$ cat config.mk
export PLATFORM = sky130hd
export DESIGN_NAME = mmio_bus_fabric
export DESIGN_NICKNAME = d
export VERILOG_FILES = /design/src/rtl/mmio_bus_fabric.sv
export SDC_FILE = /design/constraint.sdc
export NUM_CORES = 1
export LEC_CHECK = 0
export CAP_MARGIN = 10
export CORE_AREA = 2 2 124 126
export CTS_BUF_LIST = sky130_fd_sc_hd__clkbuf_4 sky130_fd_sc_hd__clkbuf_8
export DETAILED_ROUTE_END_ITERATION = 7
export DIE_AREA = 0 0 126 128
export GPL_ROUTABILITY_DRIVEN = 1
export PLACE_DENSITY_LB_ADDON = 0.1
export SYNTH_ARGS = -nofsm -noshare
export SYNTH_HDL_FRONTEND = slang
export SYNTH_SLANG_ARGS = --single-unit
$ cat constraint.sdc
create_clock -name clk -period 2.9 [get_ports clk]
set_clock_uncertainty 0.1 [all_clocks]
set_input_delay 0.58 -clock clk [delete_from_list [all_inputs] [get_ports clk]]
set_output_delay 0.58 -clock clk [all_outputs]
set_load 0.02 [all_outputs]
$ cat src/rtl/mmio_bus_fabric.sv
// mmio_bus_fabric
// Memory-mapped interconnect between the CPU data port and NUM_SLAVES
// peripherals. Each request is decoded against per-slave base/mask regions,
// forwarded to exactly one slave, and completed with a single-cycle response
// pulse. Decode misses and unanswered requests complete with an error.
// Only one transaction is outstanding at a time.

module mmio_bus_fabric #(
  parameter int NUM_SLAVES     = 4,
  parameter int ADDR_WIDTH     = 32,
  parameter int DATA_WIDTH     = 32,
  parameter int TIMEOUT_CYCLES = 64,
  parameter logic [NUM_SLAVES*ADDR_WIDTH-1:0] SLAVE_BASE = '0,
  parameter logic [NUM_SLAVES*ADDR_WIDTH-1:0] SLAVE_MASK = '0
) (
  input  logic                             clk,
  input  logic                             rst,
  input  logic                             m_req,
  input  logic                             m_we,
  input  logic [ADDR_WIDTH-1:0]            m_addr,
  input  logic [DATA_WIDTH-1:0]            m_wdata,
  input  logic [DATA_WIDTH/8-1:0]          m_be,
  output logic                             m_ready,
  output logic [DATA_WIDTH-1:0]            m_rdata,
  output logic                             m_err,
  output logic [NUM_SLAVES-1:0]            s_sel,
  output logic                             s_we,
  output logic [ADDR_WIDTH-1:0]            s_addr,
  output logic [DATA_WIDTH-1:0]            s_wdata,
  output logic [DATA_WIDTH/8-1:0]          s_be,
  input  logic [NUM_SLAVES*DATA_WIDTH-1:0] s_rdata,
  input  logic [NUM_SLAVES-1:0]            s_ack,
  output logic [7:0]                       err_count
);

  localparam int BE_W  = DATA_WIDTH / 8;
  localparam int IDX_W = (NUM_SLAVES > 1) ? $clog2(NUM_SLAVES) : 1;
  localparam int CNT_W = (TIMEOUT_CYCLES > 2) ? $clog2(TIMEOUT_CYCLES) : 1;
  localparam logic [CNT_W-1:0] CNT_LAST = CNT_W'(TIMEOUT_CYCLES - 1);

  typedef enum logic [1:0] {
    ST_IDLE = 2'd0,
    ST_WAIT = 2'd1,
    ST_RESP = 2'd2
  } state_e;

  state_e state_q, state_d;

  logic [IDX_W-1:0]      sel_idx_q, sel_idx_d;
  logic                  s_we_q, s_we_d;
  logic [ADDR_WIDTH-1:0] s_addr_q, s_addr_d;
  logic [DATA_WIDTH-1:0] s_wdata_q, s_wdata_d;
  logic [BE_W-1:0]       s_be_q, s_be_d;
  logic [CNT_W-1:0]      cnt_q, cnt_d;
  logic [DATA_WIDTH-1:0] rdata_q, rdata_d;
  logic                  err_q, err_d;
  logic [7:0]            err_count_q, err_count_d;

  logic                  hit;
  logic [IDX_W-1:0]      hit_idx;
  logic [ADDR_WIDTH-1:0] hit_offset;

  logic                  ack_sel;
  logic [DATA_WIDTH-1:0] rdata_sel;
  logic [NUM_SLAVES-1:0] sel_onehot;

  // Address decode: scanning from the highest slave down lets the lowest
  // matching index overwrite the others, so it wins on overlapping regions.
  always_comb begin
    hit        = 1'b0;
    hit_idx    = '0;
    hit_offset = m_addr;
    for (int k = NUM_SLAVES - 1; k >= 0; k--) begin
      if ((m_addr & SLAVE_MASK[k*ADDR_WIDTH +: ADDR_WIDTH]) ==
          (SLAVE_BASE[k*ADDR_WIDTH +: ADDR_WIDTH] & SLAVE_MASK[k*ADDR_WIDTH +: ADDR_WIDTH])) begin
        hit        = 1'b1;
        hit_idx    = IDX_W'(k);
        hit_offset = m_addr & ~SLAVE_MASK[k*ADDR_WIDTH +: ADDR_WIDTH];
      end
    end
  end

  // Pick out the ack and read data of the latched slave; other slaves' acks are ignored.
  always_comb begin
    ack_sel    = 1'b0;
    rdata_sel  = '0;
    sel_onehot = '0;
    for (int k = 0; k < NUM_SLAVES; k++) begin
      if (sel_idx_q == IDX_W'(k)) begin
        ack_sel   = s_ack[k];
        rdata_sel = s_rdata[k*DATA_WIDTH +: DATA_WIDTH];
      end
      sel_onehot[k] = (state_q == ST_WAIT) && (sel_idx_q == IDX_W'(k));
    end
  end

  // Next-state logic: latch in IDLE, wait for ack or timeout, pulse response once.
  always_comb begin
    state_d     = state_q;
    sel_idx_d   = sel_idx_q;
    s_we_d      = s_we_q;
    s_addr_d    = s_addr_q;
    s_wdata_d   = s_wdata_q;
    s_be_d      = s_be_q;
    cnt_d       = cnt_q;
    rdata_d     = rdata_q;
    err_d       = err_q;
    err_count_d = err_count_q;

    case (state_q)
      ST_IDLE: begin
        rdata_d = '0;
        err_d   = 1'b0;
        if (m_req) begin
          sel_idx_d = hit_idx;
          s_we_d    = m_we;
          s_addr_d  = hit_offset;
          s_wdata_d = m_wdata;
          s_be_d    = m_be;
          cnt_d     = '0;
          if (hit) begin
            state_d = ST_WAIT;
          end else begin
            state_d = ST_RESP;
            err_d   = 1'b1;
          end
        end
      end

      ST_WAIT: begin
        if (ack_sel) begin
          rdata_d = s_we_q ? '0 : rdata_sel;
          err_d   = 1'b0;
          state_d = ST_RESP;
        end else if (cnt_q == CNT_LAST) begin
          rdata_d = '0;
          err_d   = 1'b1;
          state_d = ST_RESP;
        end else begin
          cnt_d = cnt_q + 1'b1;
        end
      end

      ST_RESP: begin
        state_d = ST_IDLE;
        rdata_d = '0;
        err_d   = 1'b0;
        if (err_q && (err_count_q != 8'hFF)) begin
          err_count_d = err_count_q + 8'd1;
        end
      end

      default: begin
        state_d = ST_IDLE;
        rdata_d = '0;
        err_d   = 1'b0;
      end
    endcase
  end

  // State and datapath registers with synchronous reset.
  always_ff @(posedge clk) begin
    if (rst) begin
      state_q     <= ST_IDLE;
      sel_idx_q   <= '0;
      s_we_q      <= 1'b0;
      s_addr_q    <= '0;
      s_wdata_q   <= '0;
      s_be_q      <= '0;
      cnt_q       <= '0;
      rdata_q     <= '0;
      err_q       <= 1'b0;
      err_count_q <= 8'h00;
    end else begin
      state_q     <= state_d;
      sel_idx_q   <= sel_idx_d;
      s_we_q      <= s_we_d;
      s_addr_q    <= s_addr_d;
      s_wdata_q   <= s_wdata_d;
      s_be_q      <= s_be_d;
      cnt_q       <= cnt_d;
      rdata_q     <= rdata_d;
      err_q       <= err_d;
      err_count_q <= err_count_d;
    end
  end

  // Response outputs are forced to zero outside the single RESP cycle.
  always_comb begin
    m_ready   = (state_q == ST_RESP);
    m_rdata   = m_ready ? rdata_q : '0;
    m_err     = m_ready & err_q;
    s_sel     = sel_onehot;
    s_we      = s_we_q;
    s_addr    = s_addr_q;
    s_wdata   = s_wdata_q;
    s_be      = s_be_q;
    err_count = err_count_q;
  end

endmodule

# Yosys cells after proc, flatten, opt, wreduce, memory -nomap -nowiden
# Cells that the tools add are included.
# W data, S select, Z words.
[word_totals]
out_inout_bits = 115
in_bits = 204
reg_bits = 118
wordCells = 43
[classes]
muxes = 12
n_addsub = 2
n_eq_ne = 8
n_reduce_logical = 10
n_bitwise = 2
[op_table]
columns = ["cell", "n"]
rows = [
  ["$mux W32", 4],
  ["$mux W6", 3],
  ["$pmux W6 S2", 1],
  ["$add A8 B1 Y8 const B", 1],
  ["$ne A8 B8 Y1 const B", 1],
  ["$add A6 B1 Y6 const B", 1],
  ["$eq A6 B6 Y1 const B", 1],
  ["$mux W2", 3],
  ["$ne A2 B2 Y1 const B", 3],
  ["$reduce_and A2 Y1", 3],
  ["$pmux W2 S2", 1],
  ["$reduce_and A4 Y1", 1],
  ["$reduce_bool A2 Y1", 2],
  ["$ne A3 B2 Y1 const B", 1],
  ["$reduce_or A3 Y1", 1],
  ["$eq A2 B1 Y1 const B", 1],
  ["$eq A2 B2 Y1 const B", 1],
  ["$logic_not A2 Y1", 1],
  ["$reduce_or A2 Y1", 1],
  ["$and A1 B1 Y1", 1],
  ["$logic_and A1 B1 Y1", 1],
  ["$not A1 Y1", 1],
]

# Longest topological paths before layout
[depth]
ltp_word = 4
mapped_depth = 6
mapped_depth_nobuf = 5

# Worst setup path after synthesis
# OpenSTA, ideal clock, no wires.
[synth_timing]
kind = "reg-to-output"
start = "register state_q[1]"
end = "output port m_rdata[22]"
n_path_buf = 1
arrival_time_ps = 1244
required_ps = 2220
stages_incl_launch_ff = 4
slack_ps = 976
cell_sequence = "dfxtp_1 > nor2b_1 > clkbuf_1 > and2_1"
[synth_between]
elab_chain_len = 2
[synth_rtl]
columns = ["element", "line", "source"]
rows = [
  ["start: declaration", "47", "state_e state_q, state_d;"],
  ["start signal: assignment", "175", "state_q <= state_d;"],
  ["$eq A2 B2 Y1", "190", "m_ready = (state_q == ST_RESP);"],
  ["named net m_ready", "23", "output logic m_ready,"],
  ["$mux W32", "191", "m_rdata = m_ready ? rdata_q : '0;"],
  ["end: declaration", "24", "output logic [DATA_WIDTH-1:0] m_rdata,"],
]
# The timed path passes the listed nets, and every way through them passes these cells.

# Final worst setup path
[layout_timing]
start = "register state_q[1]"
end = "output port m_rdata[21]"
[layout_between]
elab_chain_len = 2
[layout_rtl]
columns = ["element", "line"]
rows = [
  ["$eq A2 B2 Y1", "190"],
  ["$mux W32", "191"],
]
# Every way passes these cells.

==> impl_metrics.py <==
metrics = {
    "floorplan": {
        "initial_utilization_pct": 30.3,
        "dieHeight_um": 128,
        "design.core.area_mm2": 0.0149,
        "ports": 319,
        "std_cell_rows": 45,
        "die_width_um": 126,
        "design.die.area_mm2": 0.0161,
    },
    "cts": {
        "clock-sinks": 118,
        "cts_tree": "built",
        "cts.hold.buffers_added": 0,
        "clock_tree.buffer_depth": 2,
        "cts_htree_levels": 4,
        "clk_root_buffer_cell": "sky130_fd_sc_hd__clkbuf_8",
        "tritoncts.num_buffers": 17,
        "clk_pin_slew_worst_paths_ns": 0.07,
        "clock_insertion_delay_worst_skew_ns": 0.43,
        "cts_setup_buffers": 0,
    },
    "sta": {
        "rsz0062_at_grt": "no",
        "worst_slew_margin_rel_pct": 43.6,
        "slew_viol_final": 0,
        "worst_slack_ns": 0.220,
        "fin_setup_tns_ns": 0,
        "layout_worst_path_cycle_share_pct": 92.4,
        "report.final.hold_viol_count": 0,
        "worst_pin_slew_ns": 0.846,
        "report.final.setup_viol": 0,
        "layout_min_cycle_time_ns": 2.68,
        "fmaxAchievable_ghz": 0.373,
    },
    "synth": {
        "share_of_synthesized_registers_carrying_an_async_set_or_reset_pct": 0,
        "count_of_flip_flops_with_a_built_in_enable_after_synthesis": 0,
        "yosys.cell_types.count": 36,
        "yosys.area.top_type_share_pct": 52.4,
        "postSynthCellCount": 536,
        "synth_area_leader_cell": "sky130_fd_sc_hd__dfxtp_1",
        "synth.most_common_cell": "sky130_fd_sc_hd__nand2_1",
        "netlist_top_cells_area": "sky130_fd_sc_hd__dfxtp_1 (52%), sky130_fd_sc_hd__nand2_1 (12%), sky130_fd_sc_hd__a21oi_1 (8.1%)",
        "synth-seq-cells": 118,
        "syn-mean-instance-area_um2": 8.41,
        "synth_flop_cell": "sky130_fd_sc_hd__dfxtp_1",
        "synth.cells.most_frequent": "sky130_fd_sc_hd__nand2_1 (140), sky130_fd_sc_hd__dfxtp_1 (118), sky130_fd_sc_hd__a21oi_1 (73), sky130_fd_sc_hd__nor2_1 (44), sky130_fd_sc_hd__and2_1 (35)",
        "synth.yosys.seq_area_share_pct": 52.4,
        "synth.cell_area_mm2": 0.00451,
        "number_of_warning_messages_in_the_yosys_log": 0,
    },
    "layout": {
        "regArea_mm2": 0.00236,
        "instances_no_fill": 940,
        "multiInputGateArea_mm2": 0.00195,
        "layout.nets": 945,
        "diodes": 0,
        "syn_to_final_growth_pct": 61.4,
        "nFillCells": 1415,
        "layout-drive-gt1-share_pct": 7.45,
    },
    "min_path": {
        "min_path_type": "reg -> reg",
        "hold_path_end": "s_wdata[22]",
        "whs_path_depth": 2,
        "hold_path_startpoint": "s_wdata[22]",
    },
    "global_route": {
        "wire_length_of_the_first_global_routing_pass_um": 20300,
        "first_global_vias": 4152,
        "grt_max_degree": 81,
        "grt_util_all_layers_pct": 15.6,
        "antenna_violations_before_repair": 0,
        "global_route.overflow_total": 0,
    },
    "setup_path": {
        "reg2reg_depth": 6,
        "worst-path-max-fanout": 33,
        "reg2reg_from": "cnt_q[0]",
        "worst_setup_path_end_kind": "output pin",
        "worst-endpoint-arrival_ns": 2.00,
        "setup.worst_path.class": "reg -> out",
        "worstPathRequired_ns": 2.22,
        "end_of_the_worst_register_to_register_path": "rdata_q[8]",
        "timing.reg2reg.setup_slack_ns": 1.01,
        "timing.critical_path.from_type": "register",
    },
    "detailed_routing": {
        "routed_wl_per_cell_um": 13.7,
        "final_antenna_net_count": 0,
        "drt_first_pass_iters": 4,
        "wl_um": 12900,
        "avgViaCountPerCell": 4.62,
        "detail_route.drc_violations": 0,
        "routed-via-count": 4341,
        "drt_iter0_drc": 182,
    },
    "placed_design": {
        "port_buffers": 216,
        "gp_congestion": 0.781,
        "post-place-ws_ns": 0.619,
        "detailedPlacementHpwl_um": 8890,
        "placed_cells": 908,
    },
    "power_and_ir_drop": {
        "irDropWorstVdd_mv": 0.219,
        "total_leakage_power_nw": 2.73,
        "power-per-cell-area_mw_per_mm2": 562,
    },
    "status": {
        "outcome": "completed",
    },
    "job": {
        "drv_cap": 0,
    },
}
logic make-up after synthesis:
family,Yosys count,share of synthesized area (%)
compound gates,117,16.4
xor+xnor,6,1.17
fa+ha+maj,2,0.555
buf+inv,44,4.66
flops,118,52.4
mux,3,0.722
other cells,1,0.0832
simple gates,245,24.0
sequential cells by signal, indices dropped and copies added, names as in the netlist:
| register | count |
|---|---|
| s_addr | 32 |
| cnt_q | 6 |
| s_wdata | 32 |
| s_we | 1 |
| s_be | 4 |
| err_q | 1 |
| err_count | 8 |
| rdata_q | 32 |
| state_q | 2 |
cell usage in the layout, fill, tap and decap left out, types with 2 or more instances in the layout:
cell type and instances:
sky130_fd_sc_hd__ha_1 2, sky130_fd_sc_hd__nor4_1 3, sky130_fd_sc_hd__a21oi_1 73, sky130_fd_sc_hd__nor2b_1 5, sky130_fd_sc_hd__and3_1 3, sky130_fd_sc_hd__a211oi_4 2, sky130_fd_sc_hd__nand3_1 5, sky130_fd_sc_hd__clkbuf_4 3
sky130_fd_sc_hd__mux2_2 2, sky130_fd_sc_hd__xor2_1 6, sky130_fd_sc_hd__bufinv_16 5, sky130_fd_sc_hd__and2_1 34, sky130_fd_sc_hd__nand2_1 139, sky130_fd_sc_hd__buf_4 8, sky130_fd_sc_hd__a211o_1 2, sky130_fd_sc_hd__clkbuf_8 21
sky130_fd_sc_hd__nand4_1 2, sky130_fd_sc_hd__clkdlybuf4s50_1 215, sky130_fd_sc_hd__dfxtp_1 118, sky130_fd_sc_hd__o211ai_1 2, sky130_fd_sc_hd__a21bo_2 2, sky130_fd_sc_hd__clkinv_2 2, sky130_fd_sc_hd__a22oi_1 32, sky130_fd_sc_hd__conb_1 3
sky130_fd_sc_hd__nor2_1 44
worst max-delay path by stage:
stage / to / slack [ns] / start / cells after the start
after floorplan: m_rdata[22] / 0.98 / state_q[1] / 3
after global placement: m_rdata[10] / 0.64 / state_q[1] / 4
after detailed placement: m_rdata[10] / 0.62 / state_q[1] / 4
after CTS: m_rdata[27] / 0.12 / state_q[1] / 4
after global routing: m_rdata[27] / 0.05 / state_q[1] / 4
final: m_rdata[21] / 0.22 / state_q[1] / 4
area by class of cell:
cell class                 count  area share (%)
sequential                   118            32.5
multi-input combinational    376            26.8
clock buffer                  24            4.28
clock inverter                 8            2.31
tap                          188            3.23
timing repair buffer         226            30.9
repair_timing:
item	CTS	global route
setup endpoints to repair	0	1
resized for setup	0	1
hold endpoints to repair	0	0
layer usage:
layer / GRT usage (%) / part of all wire (%)
met1: 19.2 / 45
met2: 25.0 / 46
met3: 5.63 / 7.3
met4: 6.33 / 1.7
met5: 0 / 0
stage by stage:
| stage | util (%) | instance area, µm² | total power [mW] | hold WS, ns |
|---|---|---|---|---|
| 2_1_floorplan | - | 4510 | 2.04 | 0.368 |
| 3_3_place_gp | 45.7 | 6790 | 2.34 | 0.342 |
| 3_5_place_dp | 45.7 | 6790 | 2.35 | 0.346 |
| 4_1_cts | 48.9 | 7270 | 4.15 | 0.355 |
| 5_1_grt | 48.9 | 7270 | 4.28 | 0.375 |
| 6_report | 48.9 | 7270 | 4.09 | 0.353 |
report_power, final:
| group | leakage [nW] | switching (mW) | internal (mW) | total (mW) |
|---|---|---|---|---|
| sequential | 0.963 | 0.0356 | 1.69 | 1.73 |
| combinational | 1.52 | 0.285 | 0.296 | 0.581 |
| clock | 0.243 | 0.633 | 1.14 | 1.78 |
worst max-delay path, stage by stage (launching register included):
cell and delay, ns:
sky130_fd_sc_hd__dfxtp_1 0.37, sky130_fd_sc_hd__nor2b_1 0.17, sky130_fd_sc_hd__buf_6 0.23, sky130_fd_sc_hd__and2_1 0.16
sky130_fd_sc_hd__clkdlybuf4s50_1 0.62
Note: power is estimated with default switching activity, not from simulation.
==> patch: new RTL, same settings <==
Reset style: asynchronous (`rst`), changed in one clocked block. Comments in the files are not updated.
--- a/src/rtl/mmio_bus_fabric.sv
+++ b/src/rtl/mmio_bus_fabric.sv
@@ -159,7 +159,7 @@
   end
 
   // State and datapath registers with synchronous reset.
-  always_ff @(posedge clk) begin
+  always_ff @(posedge clk or posedge rst) begin
     if (rst) begin
       state_q     <= ST_IDLE;
       sel_idx_q   <= '0;
Behaviour: differs if rst is asserted again (counterexample within 4 cycles, from zero or initial values and one cycle with rst high); with rst held inactive, the same outputs for 10 cycles.
==> patch against the unedited design <==
Sequential cell count unchanged. Die area unchanged. Critical path depth unchanged. Final cell count down 4.7%. Count of clock-buffer cells in the layout down 4. Core utilization up 2.1 points. Routed wire length down 0.41%. Register-to-register slack worse by 0.12 ns. Synthesized area up 5.9%. Design area up 4.3%. Worst setup slack better by 0.0058 ns.
Power is not compared: it rests on default switching activity, and its combinational part moved more than twofold at a synthesized area within 25%.
==> patch: results (changes against the unedited design) <==
Yosys
  – Xor and xnor area share after synthesis: 1.28% (+0.12 points)
  – Compound-Gate Fraction of Synth Area: 8.75% (-7.6 points)
  – Synth top area cells: dfrtp_1 62%, nand2_1 17%, a22o_1 5.9%
  – Fraction of registers with async set or reset after synthesis: 100% (+100 points)
  – Yosys cell types: 39 (+8.3%)
  – Sequential element share of the synthesized area: 61.8% (+9.4 points)
  – Adder-cell share of the synthesized area: 0.524% (-0.031 points)
  – Most common library cells after synthesis: 212 x nand2_1, 118 x dfrtp_1, 33 x and2_1, 32 x a22o_1, 17 x clkbuf_1
  – Synthesized area per cell: 9.95 sq um (+18%)
  – Cells after Synth: 480 (-10%)

Finish
  – NonClk Buf Share: 29.9% (-0.97 points)
  – Antenna cells: 0 (unchanged)
  – Comb_multi_in: 328 (-13%)
  – Clkbuf count: 20 (-17%)
  – Nets@finish: 901 (-4.7%)
  – Seq_cells: 118 (unchanged)
  – Layout Utilization: 51.0% (+2.1 points)
  – Register Area: 2950 sq um (+25%)
  – Clock-cell share of area: 5.56% (-1.0 points)
  – Share of layout cells above drive strength 1: 7.63% (+0.18 points)
  – Nonclk inv count: 5 (+5)
  – Buffers excl. clock: 225 (-0.44%)
  – # fillers: 1372 (-3.0%)
  – Fraction of area in multi-input gates: 22.2% (-4.6 points)

Pwr
  – Clock-net power: 0.00157 W
  – Pleak: 3.58 nW

Placement
  – Pre-CTS WS: 0.598 ns (-0.0207 ns)
  – Placed Area: 7160 sq um (+5.4%)
  – Routability congestion estimate: 0.788 (+0.88%)
  – Final HPWL DP: 8580 um (-3.5%)
  – Placed insts: 864 (-4.8%)

Run status
  – Status: finished, final reports clean

Route
  – Final wirelength: 12800 um (-0.41%)
  – DR iter-0 viols: 172 (-5.5%)
  – Post-Route M1 WL: 5690 um (-1.2%)
  – Vias per inst: 4.50 (-2.6%)
  – Met2 WL post-DR: 5700 um (-4.4%)
  – DR WL met3: 1190 um (+26%)
  – WL/cell: 14.3 um (+4.5%)

Timing
  – Slew @ Worst Pin: 0.674 ns (-0.172 ns)

Setup path
  – Crit Path Max Fanout: 35 (+6.1%)

Global routing
  – Largest net degree at the start of global routing: 72 (-11%)
  – Aggregate global-route resource usage: 16.0% (+0.39 points)
  – GRT met2 Usage: 23.8% (-1.2 points)
  – First-pass GRT wire length: 20500 um (+0.95%)
  – Met1 GRT Util: 19.9% (+0.70 points)
  – Vias in the first global route: 4047 (-2.5%)
## patch: changes by cell type after synthesis, sizes merged, moves of 3 or more
cell    delta
a22oi     -32
nor2      -39
clkbuf     -3
a22o      +31
dfrtp    +118
nand2     +72
a21oi     -68
inv        +5
dfxtp    -118
nor2b      -5
buf       -10
## patch: final timing paths
kind / start / end / slack, ns / depth (start not counted)
worst max-delay path: state_q[1]$_DFFE_PP0P_ / m_rdata[29] / 0.23 / 4
max in group asynchronous: rst / rdata_q[13]$_DFFE_PP0P_ / 1.59 / 3
worst min register to register: s_be[0]$_DFFE_PP0P_ / s_be[0]$_DFFE_PP0P_ / 0.38 / 2
worst max register to register: cnt_q[0]$_DFFE_PP0P_ / rdata_q[1]$_DFFE_PP0P_ / 0.89 / 5
worst min-delay path: s_be[0]$_DFFE_PP0P_ / s_be[0]$_DFFE_PP0P_ / 0.38 / 2
min in group asynchronous: rst / s_addr[21]$_DFFE_PP0P_ / 0.53 / 3
